`src/rtl/ieee_div_pkg.sv`:
```
// Shared constants, state encoding and field-split helper for the IEEE-754 divider.
package ieee_div_pkg;

  localparam int BIAS = 127;
  localparam logic [31:0] INF_NAN = 32'h7F800000;
  localparam int ITER_DEF = 25;

  typedef enum logic [1:0] {
    IDLE = 2'd0,
    CALC = 2'd1,
    DONE = 2'd2
  } state_t;

  typedef struct packed {
    logic        sign;
    logic [7:0]  exp;
    logic [22:0] frac;
  } fp_t;

  function automatic fp_t split(input logic [31:0] x);
    return fp_t'(x);
  endfunction

endpackage

```
`src/rtl/ieee_div_mant_div_step.sv`:
```
// One restoring radix-2 division iteration: conditional subtract, then shift left.
module mant_div_step (
  input  logic [24:0] rem,
  input  logic [23:0] mb,
  output logic [24:0] rem_next,
  output logic        qbit
);

  logic [24:0] rem_sub;

  always_comb begin
    qbit     = (rem >= {1'b0, mb});
    rem_sub  = qbit ? (rem - {1'b0, mb}) : rem;
    rem_next = {rem_sub[23:0], 1'b0};
  end

endmodule

```
`src/rtl/ieee_div.sv`:
```
// Sequential single-precision divider: one quotient bit per clock, truncating,
// denormals flushed to zero, canonical pattern for NaN/infinity.
module ieee_div
  import ieee_div_pkg::*;
#(
  parameter int ITER = ITER_DEF
) (
  input  logic        clk,
  input  logic        rst_n,
  input  logic        start,
  input  logic [31:0] a,
  input  logic [31:0] b,
  output logic        busy,
  output logic        done,
  output logic [31:0] out,
  output state_t      state_dbg
);

  // Handshake: start is sampled only in IDLE; busy is high from the accepting
  // edge until done rises; done is a one-cycle pulse and out is valid with it.

  localparam int CW = $clog2(ITER);

  state_t      state, state_next;
  logic [CW-1:0] cnt;
  logic [24:0] rem, q;
  logic [23:0] mb_r;
  logic [7:0]  ea_r, eb_r;
  logic        s_r, spec_r;
  logic [31:0] spec_val_r;

  fp_t         fa, fb;
  logic        spec_inf, spec_zero, spec_any;
  logic [24:0] step_rem;
  logic        step_qbit;

  logic [9:0]        bias_adj;
  logic signed [9:0] e_calc;
  logic [22:0]       mant;
  logic [31:0]       norm_res;

  assign fa        = split(a);
  assign fb        = split(b);
  assign spec_inf  = (fa.exp == 8'hFF) || (fb.exp == 8'hFF) || (fb.exp == 8'h00);
  assign spec_zero = (fa.exp == 8'h00);
  assign spec_any  = spec_inf || spec_zero;

  mant_div_step u_step (
    .rem      (rem),
    .mb       (mb_r),
    .rem_next (step_rem),
    .qbit     (step_qbit)
  );

  always_comb begin
    state_next = state;
    case (state)
      IDLE:    if (start) state_next = spec_any ? DONE : CALC;
      CALC:    if (cnt == CW'(ITER - 1)) state_next = DONE;
      DONE:    state_next = IDLE;
      default: state_next = IDLE;
    endcase
  end

  // Integer quotient bit set means the mantissa ratio is in [1,2).
  always_comb begin
    bias_adj = q[24] ? 10'(BIAS) : 10'(BIAS - 1);
    e_calc   = signed'(10'({2'b00, ea_r}) - 10'({2'b00, eb_r}) + bias_adj);
    mant     = q[24] ? q[23:1] : q[22:0];
    if (e_calc >= 10'sd255)
      norm_res = {s_r, 8'hFF, 23'd0};
    else if (e_calc <= 10'sd0)
      norm_res = {s_r, 8'h00, 23'd0};
    else
      norm_res = {s_r, e_calc[7:0], mant};
  end

  always_ff @(posedge clk or negedge rst_n) begin
    if (!rst_n) begin
      state      <= IDLE;
      cnt        <= '0;
      rem        <= '0;
      q          <= '0;
      mb_r       <= '0;
      ea_r       <= '0;
      eb_r       <= '0;
      s_r        <= 1'b0;
      spec_r     <= 1'b0;
      spec_val_r <= '0;
      out        <= '0;
      done       <= 1'b0;
    end else begin
      state <= state_next;
      done  <= 1'b0;
      case (state)
        IDLE: if (start) begin
          cnt        <= '0;
          rem        <= {1'b0, 1'b1, fa.frac};
          q          <= '0;
          mb_r       <= {1'b1, fb.frac};
          ea_r       <= fa.exp;
          eb_r       <= fb.exp;
          s_r        <= fa.sign ^ fb.sign;
          spec_r     <= spec_any;
          spec_val_r <= spec_inf ? INF_NAN : 32'h0;
        end
        CALC: begin
          rem <= step_rem;
          q   <= {q[23:0], step_qbit};
          cnt <= cnt + 1'b1;
        end
        DONE: begin
          out  <= spec_r ? spec_val_r : norm_res;
          done <= 1'b1;
        end
        default: ;
      endcase
    end
  end

  assign busy      = (state != IDLE);
  assign state_dbg = state;

endmodule

```
`config.mk`:
```
export PLATFORM = sky130hd
export DESIGN_NAME = ieee_div
export DESIGN_NICKNAME = d
export VERILOG_FILES = /design/src/rtl/ieee_div_pkg.sv /design/src/rtl/ieee_div_mant_div_step.sv /design/src/rtl/ieee_div.sv
export SDC_FILE = /design/constraint.sdc
export NUM_CORES = 1
export LEC_CHECK = 0
export CAP_MARGIN = 20
export CORE_ASPECT_RATIO = 1.75
export CORE_MARGIN = 4
export CORE_UTILIZATION = 64
export DETAILED_ROUTE_END_ITERATION = 8
export DONT_BUFFER_PORTS = 1
export PLACE_DENSITY_LB_ADDON = 0.1
export SYNTH_ARGS = -nofsm -noshare
export SYNTH_HDL_FRONTEND = slang
export SYNTH_SLANG_ARGS = --single-unit
```
`constraint.sdc`:
```
create_clock -name clk -period 3.8 [get_ports clk]
set_clock_uncertainty 0.2 [all_clocks]
set_input_delay 0.38 -clock clk [delete_from_list [all_inputs] [get_ports clk]]
set_output_delay 0.38 -clock clk [all_outputs]
set_load 0.01 [all_outputs]
```
After elaboration in Yosys (flattened, before gate mapping)
Index checks and enable logic that the tools add are counted.

cells by class
  $add $sub $neg = 4
  $lt $le $gt $ge = 3
  eq/ne operators = 7
  multiplexer cells = 18
  bitwise operators = 1
  reduce and logical (&&, ||, !) cells = 11

operators by type and width
  kind                   count
  $pmux W25 S2           2
  $mux W31               3
  $mux W25               2
  $mux W32               1
  $ge A25 B24 Y1         1
  $mux W24               1
  $sub A24 B24 Y24       1
  $mux W23               1
  $eq A8 B8 Y1 const B   2
  $logic_not A8 Y1       2
  $add A9 B8 Y10         1
  $ge A10 B9 Y1 const B  1
  $le A10 B1 Y1 const B  1
  $pmux W5 S2            1
  $sub A8 B8 Y9          1
  $mux W2                3
  $reduce_and A2 Y1      3
  $add A5 B1 Y5 const B  1
  $eq A5 B5 Y1 const B   1
  $mux W5                1
  $ne A2 B2 Y1 const B   2
  $pmux W2 S2            1
  $reduce_bool A2 Y1     2
  $logic_or A1 B1 Y1     3
  other kinds (5)        6

word-level totals
  register bits after elaboration = 164
  bits of input ports = 67
  logic and storage cells = 56

Depth between registers and ports, before layout
  depth after elaboration = 7
  depth in mapped cells = 14

Hierarchy
Synthesis repeated with hierarchy kept, for this count alone.

second synthesis, totals
  cell total of the unflattened synthesis = 959
  area, all modules = 8455.6 um^2

by module, submodules not included
  module         times used  cells an instance  area each (um^2)  seq. area each (um^2)
  ieee_div       1           705                6712.7            3328.2
  mant_div_step  1           254                1742.9            0.0

Least setup slack after synthesis
Ideal clock, no wire load.

  path kind = register to register
  start = register ea_r[0]
  end = register out[11]
  arrival time = 3.135 ns
  required time = 3.526 ns
  path slack = 0.391 ns
  stages on the path, launching flop included = 15
  path buffers = 1
  clock period less this slack = 3.409 ns
  cell sequence = dfrtp_1 inv_1 ha_1 inv_1 fa_1 a211o_1 a2111oi_4 nor3_2 a21boi_4 a21o_1 a211o_1 a31o_4 or2_4 buf_12 o21ai_2

between the ends
  word-level cells in the longest chain between the ends = 6

ends and longest elaborated chain
  item                    line             RTL
  from (decl)             ieee_div.sv:28   logic [7:0] ea_r, eb_r;
  from (signal assigned)  ieee_div.sv:101  ea_r <= fa.exp;
  $sub A8 B8 Y9 *         ieee_div.sv:68   e_calc = signed'(10'({2'b00, ea_r}) - 10'({2'b00, eb_r}) + bias_adj);
  $add A9 B8 Y10 *        ieee_div.sv:68
  $le A10 B1 Y1           ieee_div.sv:72   else if (e_calc <= 10'sd0)
  $mux W31                ieee_div.sv:72
  $mux W31 *              ieee_div.sv:70   if (e_calc >= 10'sd255)
  $mux W32 *              ieee_div.sv:113  out <= spec_r ? spec_val_r : norm_res;
  to (signal assigned)    ieee_div.sv:113
  to (decl)               ieee_div.sv:15   output logic [31:0] out,

Mark *: on every way between the ends. The rest lies on a longest branch, timed or not.
A chain may end at the register's enable or synchronous reset.

Worst setup path in the final report
  start = register ea_r[0]
  end = register out[8]

Same word-level chain as after synthesis.

==> out/metrics.cfg <==
[floorplan]
core_area_sq_um=11500
start_util=0.654
die_h_microns=152
die-width_microns=90.0
die-area_sq_um=13600
fp-row-count=52
ios=103

[yosys]
synth_nets=898
synth_area_per_cell_sq_um=9.50
synthMuxAreaShare=0.0510
syn_inst=793
synth_compound_area_frac=0.228
synth-simple-area-share=0.132
synth-adder-area-share=0.0651
ys_async_sr_fraction=1.00
yosys_warnings=0
synth_cell_types=68
synth_xor_area_frac=0.0347
synth_top_family_by_area=compound AO/OA/AOI/OAI gates
synth_edf_count=0
yosys_register_bits=133
ys_seq_area_frac=0.442
synth_flop_cell=dfrtp_1
syn_area_sq_um=7530

[pwr]
clockPowerShare=0.175
power.density_nw_per_um2=1110
power_frac_comb=0.590
p_int_mw=5.33
p_leak_nw=3.99
seq_power_share=0.235
peakVddDrop_v=0.000999
swShare=0.462
p_sw_mw=4.57
power.total_mw=9.90

[timing]
worst_slack_ns=0.182
setup_viol=0
fin_tns_setup_ns=0
final_max_slew_viol_count=0
fmax_mhz=276
tightest_slew_ns=0.982
hold_viol=0
fin_hold_ws_ns=0.0283
min_period_over_period=0.952
period_minus_slack_ns=3.62
relSlewSlack=0.344
rsz0062_at_grt=false

[placed_design]
pre_cts_ws_ns=0.0878
numPortBuffers=0
gp_congestion=0.966
hpwlAfterDp_mm=12.7

[detailed_routing]
post_drt_via_cell_ratio=6.30
drt-total-wl_mm=18.9
drc=0
ant_nets=0
vias=6294
wire_per_inst_microns=18.9
dr.pass1.iters=5
first_iter_violations=359

[setup_path]
end_kind=flop
cp.arrival_ns=3.71
worstPathMaxFanout=12
cp.required_ns=3.89
slowest_stage=nor4b_1
cpPeakStageDelay_ns=0.40
worstSetupStartpointType=flop
crit_type=reg -> reg
crit_chain=inv_1 > ha_1 > inv_1 > fa_1 > a211o_1 > o21ai_0 > xnor2_2 > xnor2_1 > o31a_1 > nor4b_1 > a31o_4 > or2_4 > o21ai_0

[global_routing]
grt.total_usage=0.279
overflow=0
antenna_found_initial=1
grt_max_degree=134
grt_pass1_vias=6517
grt_pass1_wl_mm=30.6

[clocking]
cts_root_buf=clkbuf_16
cts_sinks=133
cts_tree=yes
post-cts-setup-buffer-count=0
h-tree-depth=4
path_clk_slew_ns=0.07
clock_path_buffers=2
clock_latency_ns=0.42
cts_buffers=17

[cells_and_area]
nets=955
layout-drive-gt1-share=0.102
synthToLayoutAreaGrowth_pct=18.1

[min_path]
hold_path_class=in -> reg

[flow_run]
cap_violations=0

[run_status]
outcome=completed

[stage by stage]
step,util,cell area [sq um],instances
2_1_floorplan,-,7530,793
3_3_place_gp,0.664,7650,906
3_5_place_dp,0.664,7650,906
4_1_cts,0.771,8880,997
5_1_grt,0.772,8890,999
6_report,0.772,8890,999
[registers in the layout, summed over array words and instances, names as in the netlist]
signal / cells
q: 25
cnt: 5
spec_val_r: 1
ea_r: 8
rem: 25
mb_r: 24
out: 32
state_dbg: 2
spec_r: 1
s_r: 1
eb_r: 8
done: 1
[worst max-delay path, delay by kind of cell, from the launching register on]
family                     cells  cell delay [ns]
xor gates and xnor gates       2             0.39
adders and majority gates      2             0.55
DFF                            1             0.37
and+or+nand+nor                2             0.68
buffers and inverters          2             0.12
AOI/OAI and AO/OA              5             1.17
[metal layers]
| layer | up-vias | track usage | part of all wire | wire, microns |
|---|---|---|---|---|
| met2 | 245 | 0.522 | 0.54 | 10200 |
| met5 | - | 0 | 0 | 0 |
| met3 | 63 | 0.0539 | 0.050 | 935 |
| met1 | 3028 | 0.290 | 0.36 | 6750 |
| li1 | 2958 | - | - | - |
| met4 | 0 | 0.165 | 0.052 | 975 |
[cell usage in the layout (no fill, tap or decap), types with 5 or more instances in the layout]
cell type      count
dfrtp_1          133
nand2_1          122
o21ai_0           90
dlygate4sd3_1     58
inv_1             50
ha_1              36
mux2i_1           35
a21oi_1           33
a22o_1            24
nor2_1            21
o21ai_2           21
clkbuf_16         17
xnor2_1           16
buf_4             13
a21o_1            12
xor2_1            12
nand3_1           10
nand4_1            9
a22oi_1            9
nor3_1             8
and3_1             8
nand2b_1           7
o211ai_1           7
o22ai_1            7
inv_8              7
o21a_1             5
a31oi_1            5
[synthesized netlist by cell type (all sizes together), types with 4 or more instances]
library cell | number | share of area
mux2i | 35 | 0.047
nand2b | 7 | 0.0058
or3 | 4 | 0.0033
o21ai | 111 | 0.084
inv | 50 | 0.025
ha | 36 | 0.060
a211oi | 4 | 0.0040
o22ai | 7 | 0.0058
o211ai | 7 | 0.0070
a22o | 24 | 0.028
nand3b | 4 | 0.0040
nor4 | 4 | 0.0033
and2 | 4 | 0.0033
clkbuf | 28 | 0.014
a21o | 14 | 0.014
nand2 | 122 | 0.061
o21a | 5 | 0.0050
buf | 7 | 0.0081
a22oi | 9 | 0.0090
nand4 | 9 | 0.0075
dfrtp | 133 | 0.44
xnor2 | 17 | 0.021
a211o | 4 | 0.0046
nor3 | 10 | 0.0080
nor2 | 21 | 0.010
and3 | 8 | 0.0066
o21bai | 4 | 0.0040
a21oi | 34 | 0.023
xor2 | 12 | 0.014
nand3 | 10 | 0.0066
o31a | 4 | 0.0046
a31oi | 5 | 0.0042
[power by group through the flow]
| stage | clock, mW | combinational (mW) | sequential (mW) |
|---|---|---|---|
| floorplan | 0 | 4.40 | 2.23 |
| global placement | 0 | 5.49 | 2.32 |
| detailed placement | 0 | 5.59 | 2.34 |
| CTS | 1.75 | 5.74 | 2.32 |
| global route | 1.83 | 6.44 | 2.38 |
| finish | 1.73 | 5.84 | 2.32 |
[path summary, 6_finish.rpt]
kind | startpoint | endpoint | slack [ns] | depth (start not counted)
max in group asynchronous | rst_n | eb_r[6] | 2.52 | 2
worst min register to register | mb_r[23] | mb_r[23] | 0.26 | 2
worst max-delay path | ea_r[0] | out[8] | 0.18 | 13
min in group asynchronous | rst_n | out[27] | 0.37 | 2
worst max register to register | ea_r[0] | out[8] | 0.18 | 13
worst min-delay path | a[4] | rem[4] | 0.03 | 2
[final cells by class]
cell class,instances,area (sq um)
repair buffers,72,706
clock buffers,17,425
clock inverters,15,204
inverters,51,191
multi-input cells,575,3870
fillers,750,2620
well taps,135,169
flip-flops and latches,133,3330
diodes,1,2.50
[cell families after synthesis]
kind of cell,count (synthesis)
AO/OA/AOI/OAI,254
XOR/XNOR,29
adder cells (fa/ha/maj),38
buffers and inverters,86
flip-flops,133
multiplexers,38
AND/OR/NAND/NOR,215
[repair_timing]
action / CTS / global route
setup endpoints to repair: 0 / 22
hold endpoints to repair: 189 / 0
gates resized for setup: 0 / 1
hold buffers: 59 / 0
Note: power is estimated with default switching activity, not from simulation.
